==> config.mk <==
export PLATFORM = sky130hd
export DESIGN_NAME = jtag_master
export DESIGN_NICKNAME = d
export VERILOG_FILES = /design/src/rtl/jtag_master_pkg.sv /design/src/rtl/jtag_master_tck_gen.sv /design/src/rtl/jtag_master.sv
export SDC_FILE = /design/constraint.sdc
export NUM_CORES = 1
export LEC_CHECK = 0
export CAP_MARGIN = 20
export CORE_MARGIN = 1.5
export CORE_UTILIZATION = 58
export DETAILED_ROUTE_END_ITERATION = 8
export GPL_ROUTABILITY_DRIVEN = 0
export GPL_TIMING_DRIVEN = 0
export PLACE_DENSITY_LB_ADDON = 0.1
export SKIP_LAST_GASP = 1
export SLEW_MARGIN = 20
export SYNTH_ARGS = -nofsm -noshare
export SYNTH_HDL_FRONTEND = slang
export SYNTH_HIERARCHICAL = 1
export SYNTH_SLANG_ARGS = --single-unit
==> constraint.sdc <==
create_clock -name ICLK -period 4.4 [get_ports ICLK]
set_clock_uncertainty 0.05 [all_clocks]
set_input_delay 1.32 -clock ICLK [delete_from_list [all_inputs] [get_ports ICLK]]
set_output_delay 1.32 -clock ICLK [all_outputs]
set_load 0.02 [all_outputs]
==> src/rtl/jtag_master_pkg.sv <==
// Shared encodings for the JTAG master: operation codes, FSM states and the
// fixed TMS header/trailer patterns (stored LSB first, one bit per TCK).
package jtag_pkg;

  localparam logic [1:0] OP_RST  = 2'b00;
  localparam logic [1:0] OP_IR   = 2'b01;
  localparam logic [1:0] OP_DR   = 2'b10;
  localparam logic [1:0] OP_IDLE = 2'b11;

  localparam logic [2:0] ST_IDLE    = 3'd0;
  localparam logic [2:0] ST_HDR     = 3'd1;
  localparam logic [2:0] ST_SHIFT   = 3'd2;
  localparam logic [2:0] ST_TRAILER = 3'd3;
  localparam logic [2:0] ST_DONE    = 3'd4;

  // TAP reset: 1,1,1,1,1,0 lands in Run-Test/Idle from any state
  localparam logic [5:0] HDR_RST_PAT = 6'b011111;
  localparam logic [5:0] HDR_RST_LEN = 6'd6;
  // IR scan: Select-DR, Select-IR, Capture-IR, Shift-IR
  localparam logic [5:0] HDR_IR_PAT  = 6'b000011;
  localparam logic [5:0] HDR_IR_LEN  = 6'd4;
  // DR scan: Select-DR, Capture-DR, Shift-DR
  localparam logic [5:0] HDR_DR_PAT  = 6'b000001;
  localparam logic [5:0] HDR_DR_LEN  = 6'd3;
  // After Exit1: Update, Run-Test/Idle
  localparam logic [1:0] TRL_PAT     = 2'b01;
  localparam logic [5:0] TRL_LEN     = 6'd2;

  function automatic logic [5:0] hdr_pat(input logic [1:0] op);
    case (op)
      OP_RST:  return HDR_RST_PAT;
      OP_IR:   return HDR_IR_PAT;
      OP_DR:   return HDR_DR_PAT;
      default: return 6'b0;
    endcase
  endfunction

  function automatic logic [5:0] hdr_len(input logic [1:0] op);
    case (op)
      OP_RST:  return HDR_RST_LEN;
      OP_IR:   return HDR_IR_LEN;
      OP_DR:   return HDR_DR_LEN;
      default: return 6'd0;
    endcase
  endfunction

endpackage

==> src/rtl/jtag_master_tck_gen.sv <==
// TCK divider: a period is 2*CLK_DIV clock cycles, low half first. The
// strobes mark the clock edge that drives TCK low (tck_fall) or high
// (tck_rise). The counter is held at zero while run is low, so the first
// strobe after run rises is always a fall.
module tck_gen #(
  parameter int CLK_DIV = 2
) (
  input  logic clk,
  input  logic rst,
  input  logic run,
  output logic tck,
  output logic tck_fall,
  output logic tck_rise
);

  localparam int CW = $clog2(2 * CLK_DIV);
  localparam logic [CW-1:0] CNT_LAST = CW'(2 * CLK_DIV - 1);
  localparam logic [CW-1:0] CNT_RISE = CW'(CLK_DIV);

  logic [CW-1:0] cnt;

  assign tck_fall = run && (cnt == '0);
  assign tck_rise = run && (cnt == CNT_RISE);

  // Divider counter and TCK level, cleared while stopped
  always_ff @(posedge clk) begin
    if (rst || !run) begin
      cnt <= '0;
      tck <= 1'b0;
    end else begin
      cnt <= (cnt == CNT_LAST) ? '0 : cnt + CW'(1);
      if (tck_fall)      tck <= 1'b0;
      else if (tck_rise) tck <= 1'b1;
    end
  end

endmodule

==> src/rtl/jtag_master.sv <==
// Host-side JTAG master. Runs one command (TAP reset, IR scan, DR scan or
// idle run) from Run-Test/Idle back to Run-Test/Idle and returns the TDO
// bits captured during the shift phase.
module jtag_master
  import jtag_pkg::*;
#(
  parameter int CLK_DIV = 2,
  parameter int MAX_LEN = 32
) (
  input  logic               ICLK,
  input  logic               TRST,
  input  logic               cmd_valid,
  output logic               cmd_ready,
  input  logic [1:0]         cmd_op,
  input  logic [5:0]         cmd_len,
  input  logic [MAX_LEN-1:0] cmd_data,
  output logic               rsp_valid,
  output logic [MAX_LEN-1:0] rsp_data,
  output logic               busy,
  output logic               TCK,
  output logic               TMS,
  output logic               TDI,
  input  logic               TDO
);

  localparam int IDX_W = $clog2(MAX_LEN);

  logic [2:0]         state;
  logic [1:0]         op_q;
  logic [5:0]         len_q;
  logic [5:0]         idx;
  logic               fin_q;    // last bit is out; the next fall closes its period
  logic               cap_en;   // bit on the wire is a scan shift bit
  logic [IDX_W-1:0]   cap_idx;
  logic [MAX_LEN-1:0] data_q;
  logic [MAX_LEN-1:0] cap_q;
  logic               run;
  logic               tck_fall;
  logic               tck_rise;
  logic [5:0]         hpat;
  logic [5:0]         hlen;
  logic               is_scan;

  // Zero means one bit; anything beyond the port width is cut to the width
  function automatic logic [5:0] clamp_len(input logic [5:0] len);
    if (len == 6'd0) return 6'd1;
    if (int'(len) > MAX_LEN) return 6'(MAX_LEN);
    return len;
  endfunction

  assign cmd_ready = (state == ST_IDLE);
  assign busy      = !cmd_ready;
  assign rsp_valid = (state == ST_DONE);
  assign run       = (state == ST_HDR) || (state == ST_SHIFT) || (state == ST_TRAILER);
  assign hpat      = hdr_pat(op_q);
  assign hlen      = hdr_len(op_q);
  assign is_scan   = (op_q == OP_IR) || (op_q == OP_DR);

  tck_gen #(.CLK_DIV(CLK_DIV)) u_tck_gen (
    .clk      (ICLK),
    .rst      (TRST),
    .run      (run),
    .tck      (TCK),
    .tck_fall (tck_fall),
    .tck_rise (tck_rise)
  );

  // Command sequencer: one TMS/TDI bit per TCK fall, phase by phase
  always_ff @(posedge ICLK) begin
    if (TRST) begin
      state    <= ST_IDLE;
      idx      <= '0;
      fin_q    <= 1'b0;
      cap_en   <= 1'b0;
      TMS      <= 1'b1;
      TDI      <= 1'b0;
      rsp_data <= '0;
    end else begin
      case (state)
        ST_IDLE: begin
          if (cmd_valid) begin
            op_q  <= cmd_op;
            len_q <= clamp_len(cmd_len);
            idx   <= '0;
            fin_q <= 1'b0;
            state <= (cmd_op == OP_IDLE) ? ST_SHIFT : ST_HDR;
          end
        end
        ST_HDR, ST_SHIFT, ST_TRAILER: begin
          if (tck_fall) begin
            cap_en <= 1'b0;
            TDI    <= 1'b0;
            if (fin_q) begin
              state    <= ST_DONE;
              rsp_data <= cap_q;
            end else if (state == ST_HDR) begin
              TMS <= hpat[idx[2:0]];
              if (idx == hlen - 6'd1) begin
                idx <= '0;
                if (op_q == OP_RST) fin_q <= 1'b1;
                else                state <= ST_SHIFT;
              end else begin
                idx <= idx + 6'd1;
              end
            end else if (state == ST_SHIFT) begin
              TMS     <= is_scan && (idx == len_q - 6'd1);
              TDI     <= is_scan && data_q[idx[IDX_W-1:0]];
              cap_en  <= is_scan;
              cap_idx <= idx[IDX_W-1:0];
              if (idx == len_q - 6'd1) begin
                idx <= '0;
                if (is_scan) state <= ST_TRAILER;
                else         fin_q <= 1'b1;
              end else begin
                idx <= idx + 6'd1;
              end
            end else begin
              TMS <= TRL_PAT[idx[0]];
              if (idx == TRL_LEN - 6'd1) fin_q <= 1'b1;
              else                       idx   <= idx + 6'd1;
            end
          end
        end
        default: state <= ST_IDLE;
      endcase
    end
  end

  // Scan data: latch TDI bits at accept, collect TDO on shift-bit rises
  always_ff @(posedge ICLK) begin
    if (cmd_ready && cmd_valid) begin
      data_q <= cmd_data;
      cap_q  <= '0;
    end else if (tck_rise && cap_en) begin
      cap_q[cap_idx] <= TDO;
    end
  end

endmodule
==> summary.md, run 1 <==
| Metric | Value |
|---|---|
| Outcome | finished, final reports clean |
| Share of cells above drive strength 1 | 8.61% |
| Number of I/O port buffers | 81 |
| Clock buffer depth | 2 |
| Placeable Area | 0.00911 mm2 |
| Final Hold Vio Count | 0 |
| Iter 0 DRT Violations | 292 |
| Crit-path max FO | 10 |
| Slowest-stage cell, CP | clkdlybuf4s50_1 |
| H-tree levels | 4 |
| Setup crit end | rsp_valid |
| Minimum clock period | 3.55 ns |
| Worst reg-to-reg setup slack | 1.31 ns |
| Post-cts gate resize count | 0 |
| Pre-CTS WS | 0.968 ns |
| Path depth of the worst reg2reg path | 9 |
| Clk pin slew, worst setup/hold paths | 0.06 ns |
| Area leader, netlist | dfxtp_1 |
| Max cap viols | 0 |
| Antenna Cells | 0 |
| Predominant post-synthesis flop cell | dfxtp_1 |
| Post-Syn Instances | 560 |
| Reg-to-reg endpoint | rsp_data[9] |
| Worst setup SP type | flip-flop |
| Post-route DRC violation count | 0 |
| Hold crit path type | reg2reg |
| Vias in the first global route | 4270 |
| Hold Buf Count CTS | 0 |
| Arrival time worst endpoint | 2.18 ns |
| Worst r2r src | state[1] |
| Crit path cell chain | clkbuf_1 -> inv_2 -> nor2_1 -> clkdlybuf4s50_1 |
| Routing usage on met3 | 6.82% |
| Chip Height | 99.4 um |
| Clock power frac | 37.9% |
| Vias per cell | 5.65 |
| CTS tree | built |
| CTS Root Cell | clkbuf_8 |
| Drt first pass iters | 6 |
| Met1 Track Usage GR | 30.5% |
| NetSw | 0.00106 W |
| Die width | 99.4 um |
| Period Utilization, post-route | 80.6% |
| Static leakage | 2.41 nW |
| Post-synthesis async set-or-reset flop share | 0% |
| Sequential power share | 38.7% |
| Unrepaired setup endpoints after global routing | no |
| Post-synth cell types | 50 |
| FF/Latch Area | 0.00295 mm2 |
| Via count | 4437 |
| Syn Nets | 614 |
| Maximum clock rate | 282 MHz |
| Peak supply drop | 337 uV |
| Top post-synthesis cells by area | dfxtp_1 (30%), edfxtp_1 (25%), nand2_1 (7.6%) |
| Routed length per instance | 15.6 um |
| Switching Share | 29.4% |
| Logic gate share of total power | 23.4% |
| Clock sinks | 125 |
| Netlist Area Pre-Place | 0.00539 mm2 |
| Global-route usage over all layers | 26.4% |
| Slew headroom | 44.6% |
| Yosys reg bits | 125 |
| Critical path endpoint category | output pin |
| WHS Path Cells | 0 |
| Largest net degree at the start of global routing | 33 |
| Setup bufs post-CTS | 0 |
| DPL Wire Length | 8370 um |
| Die ar. | 0.00989 mm2 |
| Total gr overflow | 0 |
| First-pass GRT wire length | 20100 um |
| Layout area overhead | 29.1% |
| Clk_lat worst skew | 0.52 ns |
| Total CTS buffers | 17 |
| Multi-input logic area | 0.00224 mm2 |
| Row count | 35 |
| M2 GR Usage | 46.7% |
| Final nets | 715 |
| Worst Setup SP | state[2] |
| Worst path max stage delay | 0.60 ns |
| Cell internal pwr | 0.00256 W |
| Ports | 82 |
| CP Class | reg2out |
| Final worst slack | 0.852 ns |
| Busiest grt layer | met2 |
| CP Data Required Time | 3.03 ns |
| ANT nets after route | 0 |
| Setup_tns | 0 ns |
| Syn avg cell area | 9.63 um2 |
| Max-slew violations | 0 |
| Effective utilization at floorplan | 59.2% |
| Post-synth EDFFs | 45 |
| Layout fillers | 660 |
| Slew @ Worst Pin | 0.824 ns |
| Final setup vio count | 0 |
| Post-Route WL | 12200 um |
| PD cells | 521 mW/mm2 |
| Syn. warnings | 6 |
| Sequential area share after synthesis | 54.8% |
| Initial antenna violation count | 0 |
| Area share of the largest cell type after synthesis | 29.7% |
==> critical path, delay by kind of cell (launching register included) <==
| family | cells | cell delay [ns] |
|---|---|---|
| buf+inv | 3 | 1.20 |
| flops | 1 | 0.33 |
| simple gates | 1 | 0.13 |
==> power by group through the flow <==
| stage | registers (W) | logic [W] | clock network, W |
|---|---|---|---|
| after floorplan | 0.00142 | 0.000591 | 0 |
| after global placement | 0.00142 | 0.000800 | 0 |
| after detailed placement | 0.00143 | 0.000835 | 0 |
| after CTS | 0.00140 | 0.000844 | 0.00138 |
| after global routing | 0.00141 | 0.000922 | 0.00144 |
| final | 0.00140 | 0.000849 | 0.00137 |
==> cell usage after synthesis, types with 2 or more instances <==
| master | count |
|---|---|
| dfxtp_1 | 80 |
| mux2i_1 | 10 |
| clkbuf_1 | 28 |
| a211oi_1 | 3 |
| mux4_2 | 10 |
| inv_1 | 10 |
| a2bb2oi_1 | 2 |
| buf_4 | 2 |
| o211ai_1 | 2 |
| nor2_1 | 53 |
| nor3b_1 | 4 |
| nor4_1 | 5 |
| xor2_1 | 3 |
| nor3_1 | 7 |
| and2_2 | 2 |
| a221o_1 | 3 |
| nand4_1 | 3 |
| nand3_1 | 13 |
| or3_1 | 2 |
| ha_1 | 10 |
| o21ai_0 | 25 |
| and3_1 | 3 |
| nand3b_1 | 4 |
| nand2_1 | 109 |
| a22oi_1 | 2 |
| xnor2_1 | 10 |
| edfxtp_1 | 45 |
| a21oi_1 | 71 |
| nor2b_1 | 10 |
| buf_2 | 5 |
| nand2b_1 | 5 |
==> per-stage QoR <==
step	area (um2)	utilization (%)	power [W]	hold slack (ns)	instances
after CTS	6960	76.4	0.00363	0.375	785
after detailed placement	6360	69.9	0.00226	0.362	753
final	6960	76.4	0.00363	0.376	785
after floorplan	5390	-	0.00201	0.353	560
after global placement	6340	69.6	0.00222	0.363	752
after global routing	6960	76.4	0.00378	0.390	785
==> worst min-delay path by stage <==
stage | end | slack (ns) | from
CTS | cap_idx[4] | 0.37 | idx[4]
global placement | cap_idx[2] | 0.36 | idx[2]
detailed placement | cap_idx[4] | 0.36 | idx[4]
global route | cap_idx[4] | 0.39 | idx[4]
floorplan | cap_idx[2] | 0.35 | idx[2]
finish | cap_idx[4] | 0.38 | idx[4]
==> placed cells by master (no fill, tap or decap), types with 13 or more instances in the layout <==
cell	netlist	routed
dfxtp_1	80	80
nor2_1	53	53
edfxtp_1	45	45
nand3_1	13	13
a21oi_1	71	71
clkdlybuf4s50_1	0	81
o21ai_0	25	25
clkbuf_1	28	28
nand2_1	109	109
clkbuf_16	0	19
==> flip-flops by register name, summed over array words and instances (netlist names) <==
name           count
cap_q             32
data_q            32
u_tck_gen/tck      1
len_q              6
cap_en             1
op_q               2
TMS                1
idx                6
state              3
fin_q              1
u_tck_gen/cnt      2
cap_idx            5
TDI                1
rsp_data          32
==> area by class of cell <==
cell class                      instances  share of cell area, %
Multi-Input combinational cell        387                   32.2
Inverter                               11                  0.593
Clock inverter                         11                   1.49
Buffer                                 37                   2.32
Clock buffer                           21                   7.08
Sequential cell                       125                   42.4
Tap cell                              111                   2.00
Timing Repair Buffer                   82                   11.9
==> routing by layer <==
metal  routed length (um)  up-vias
met5                    0        -
met1                 4870     2104
met4                  248        0
li1                     -     2147
met3                  631       21
met2                 6470      165
==> cell families after synthesis <==
| kind of cell | share of synthesized area [%] |
|---|---|
| AOI/OAI and AO/OA | 11.8 |
| xor gates and xnor gates | 2.11 |
| adders and majority gates | 2.32 |
| buffers and inverters | 3.74 |
| DFF | 54.8 |
| muxes | 6.03 |
| and+or+nand+nor | 19.3 |
No activity file was read; power rests on OpenSTA's default activity.
==> run 2: changes to the inputs <==
Settings changed: CORE_UTILIZATION 58 to 49.
Clock period 4.4 ns to 3.2 ns, I/O delays scaled along.
==> run 2 against run 1 <==
Against the previous run: worst hold slack lost 0.0030 ns; worst setup slack got worse by 0.64 ns; non-clock buffer count unchanged; via count decreased by 2.3%; routed wire length down 2.5%; combinational power rose by 37%; sequential cell count is the same; critical path type unchanged; critical endpoint is now cmd_ready; largest cell class unchanged.
==> summary.md, run 2 (same netlist as run 1, synthesis figures left out) <==
| Metric | Value |
|---|---|
| Ports | 82 |
| Effective utilization at floorplan | 50.0% |
| Routed length per instance | 14.6 um |
| Total CTS buffers | 17 |
| Static leakage | 2.37 nW |
| Antenna Cells | 0 |
| Worst setup SP type | flip-flop |
| Final nets | 715 |
| DPL Wire Length | 8520 um |
| Total Power | 0.00487 W |
| Iter 0 DRT Violations | 299 |
| Post-DP Area | 0.00640 mm2 |
| Max cap viols | 0 |
| Share of cells above drive strength 1 | 8.90% |
| Slew headroom | 50.4% |
| CTS tree | built |
| CTS Root Cell | clkbuf_8 |
| First-pass GRT wire length | 20000 um |
| Setup bufs post-CTS | 0 |
| Total gr overflow | 0 |
| ANT nets after route | 0 |
| Design area | 0.00696 mm2 |
| CP Data Required Time | 2.19 ns |
| Final setup vio count | 0 |
| PD cells | 700 mW/mm2 |
| FF/Latch Area | 0.00295 mm2 |
| Number of I/O port buffers | 81 |
| H-tree levels | 4 |
| Die ar. | 0.0116 mm2 |
| Maximum clock rate | 334 MHz |
| Clock buffer depth | 2 |
| Initial antenna violation count | 0 |
| Crit-path max FO | 6 |
| Outcome | finished, final reports clean |
| WHS | 0.373 ns |
| Vias per cell | 5.33 |
| Vias in the first global route | 4305 |
| Drt first pass iters | 6 |
| Clock sinks | 125 |
| Row count | 38 |
| Peak supply drop | 450 uV |
| Unrepaired setup endpoints after global routing | no |
| Layout fillers | 901 |
| Largest registers | cap_q: 32 flops, data_q: 32 flops, rsp_data: 32 flops |
| Clk_lat worst skew | 0.52 ns |
| Final Hold Vio Count | 0 |
| Die width | 108 um |
| Minimum clock period | 2.99 ns |
| Critical path endpoint category | output pin |
| Max-slew violations | 0 |
| Via count | 4337 |
| Period Utilization, post-route | 93.5% |
| Post-Route WL | 11900 um |
| Commonest cells after routing, fill and taps aside | nand2_1 (109), clkdlybuf4s50_1 (81), dfxtp_1 (80) |
| Post-route DRC violation count | 0 |
| Largest net degree at the start of global routing | 33 |
| Final Core Density | 64.5% |
| Multi-input logic area | 0.00224 mm2 |
| CP Class | reg2out |
| Slew @ Worst Pin | 0.742 ns |
| Commonest non-fill, non-tap cell in the layout | nand2_1 |
| Global-route usage over all layers | 22.5% |
| Placeable Area | 0.0108 mm2 |
| Clk pin slew, worst setup/hold paths | 0.06 ns |
| Arrival time worst endpoint | 1.98 ns |
| Layout area overhead | 29.0% |
| Hold crit path type | reg2reg |
| Setup_tns | 0 ns |
| Chip Height | 108 um |
[run 2: changes by cell type in the layout (fill, tap and decap cells not counted), sizes merged]
| cell | before | now |
|---|---|---|
| inv | 13 | 15 |
| clkinv | 8 | 4 |
| clkinvlp | 0 | 5 |
| clkbuf | 49 | 46 |
[run 2: routing by layer]
| layer | vias to the layer above | share of wire, % | routed length [um] | global-route usage [%] |
|---|---|---|---|---|
| li1 | 2154 | - | - | - |
| met1 | 2040 | 43 | 5110 | 26.8 |
| met2 | 124 | 51 | 6080 | 38.8 |
| met3 | 19 | 4.6 | 544 | 6.48 |
| met4 | 0 | 1.5 | 178 | 8.36 |
| met5 | - | 0 | 0 | 0 |
[run 2: repair_timing]
action | 4_1_cts | 5_1_grt
hold buffers | 0 | 0
endpoints found under the setup margin | 1 | 12
resized for setup | 1 | 1
[run 2: worst max-delay path: stages (launching register included)]
cell,delay (ns)
dfxtp_1,0.34
or2_1,0.22
buf_2,0.16
nor2_1,0.12
clkdlybuf4s50_1,0.62
[run 2: layout make-up]
class	count	area share [%]
Clock inverter	14	1.94
Tap cell	140	2.52
Clock buffer	18	6.01
Timing Repair Buffer	82	11.9
Buffer	37	2.34
Multi-Input combinational cell	387	32.2
Sequential cell	125	42.4
Inverter	11	0.593
[run 2: worst paths after layout]
kind                  from  cells after the start          to  slack (ns)
setup / recovery  state[0]                      4   cmd_ready        0.21
hold / removal      idx[4]                      0  cap_idx[4]        0.37
setup reg to reg  state[1]                     11      idx[2]        0.22
hold reg to reg     idx[4]                      0  cap_idx[4]        0.37
[run 2: power breakdown]
part | switching, W | total, W | internal [W]
Sequential | 0.0000811 | 0.00193 | 0.00185
Clock | 0.000735 | 0.00178 | 0.00104
Combinational | 0.000669 | 0.00116 | 0.000493
Total | 0.00149 | 0.00487 | 0.00339
[run 2: stage by stage]
step / std cells / setup WS (ns)
after detailed placement: 782 / 0.0993
after global placement: 781 / -0.790
final: 814 / 0.208
after CTS: 814 / 0.192
after floorplan: 560 / 0.352
after global routing: 814 / 0.0278
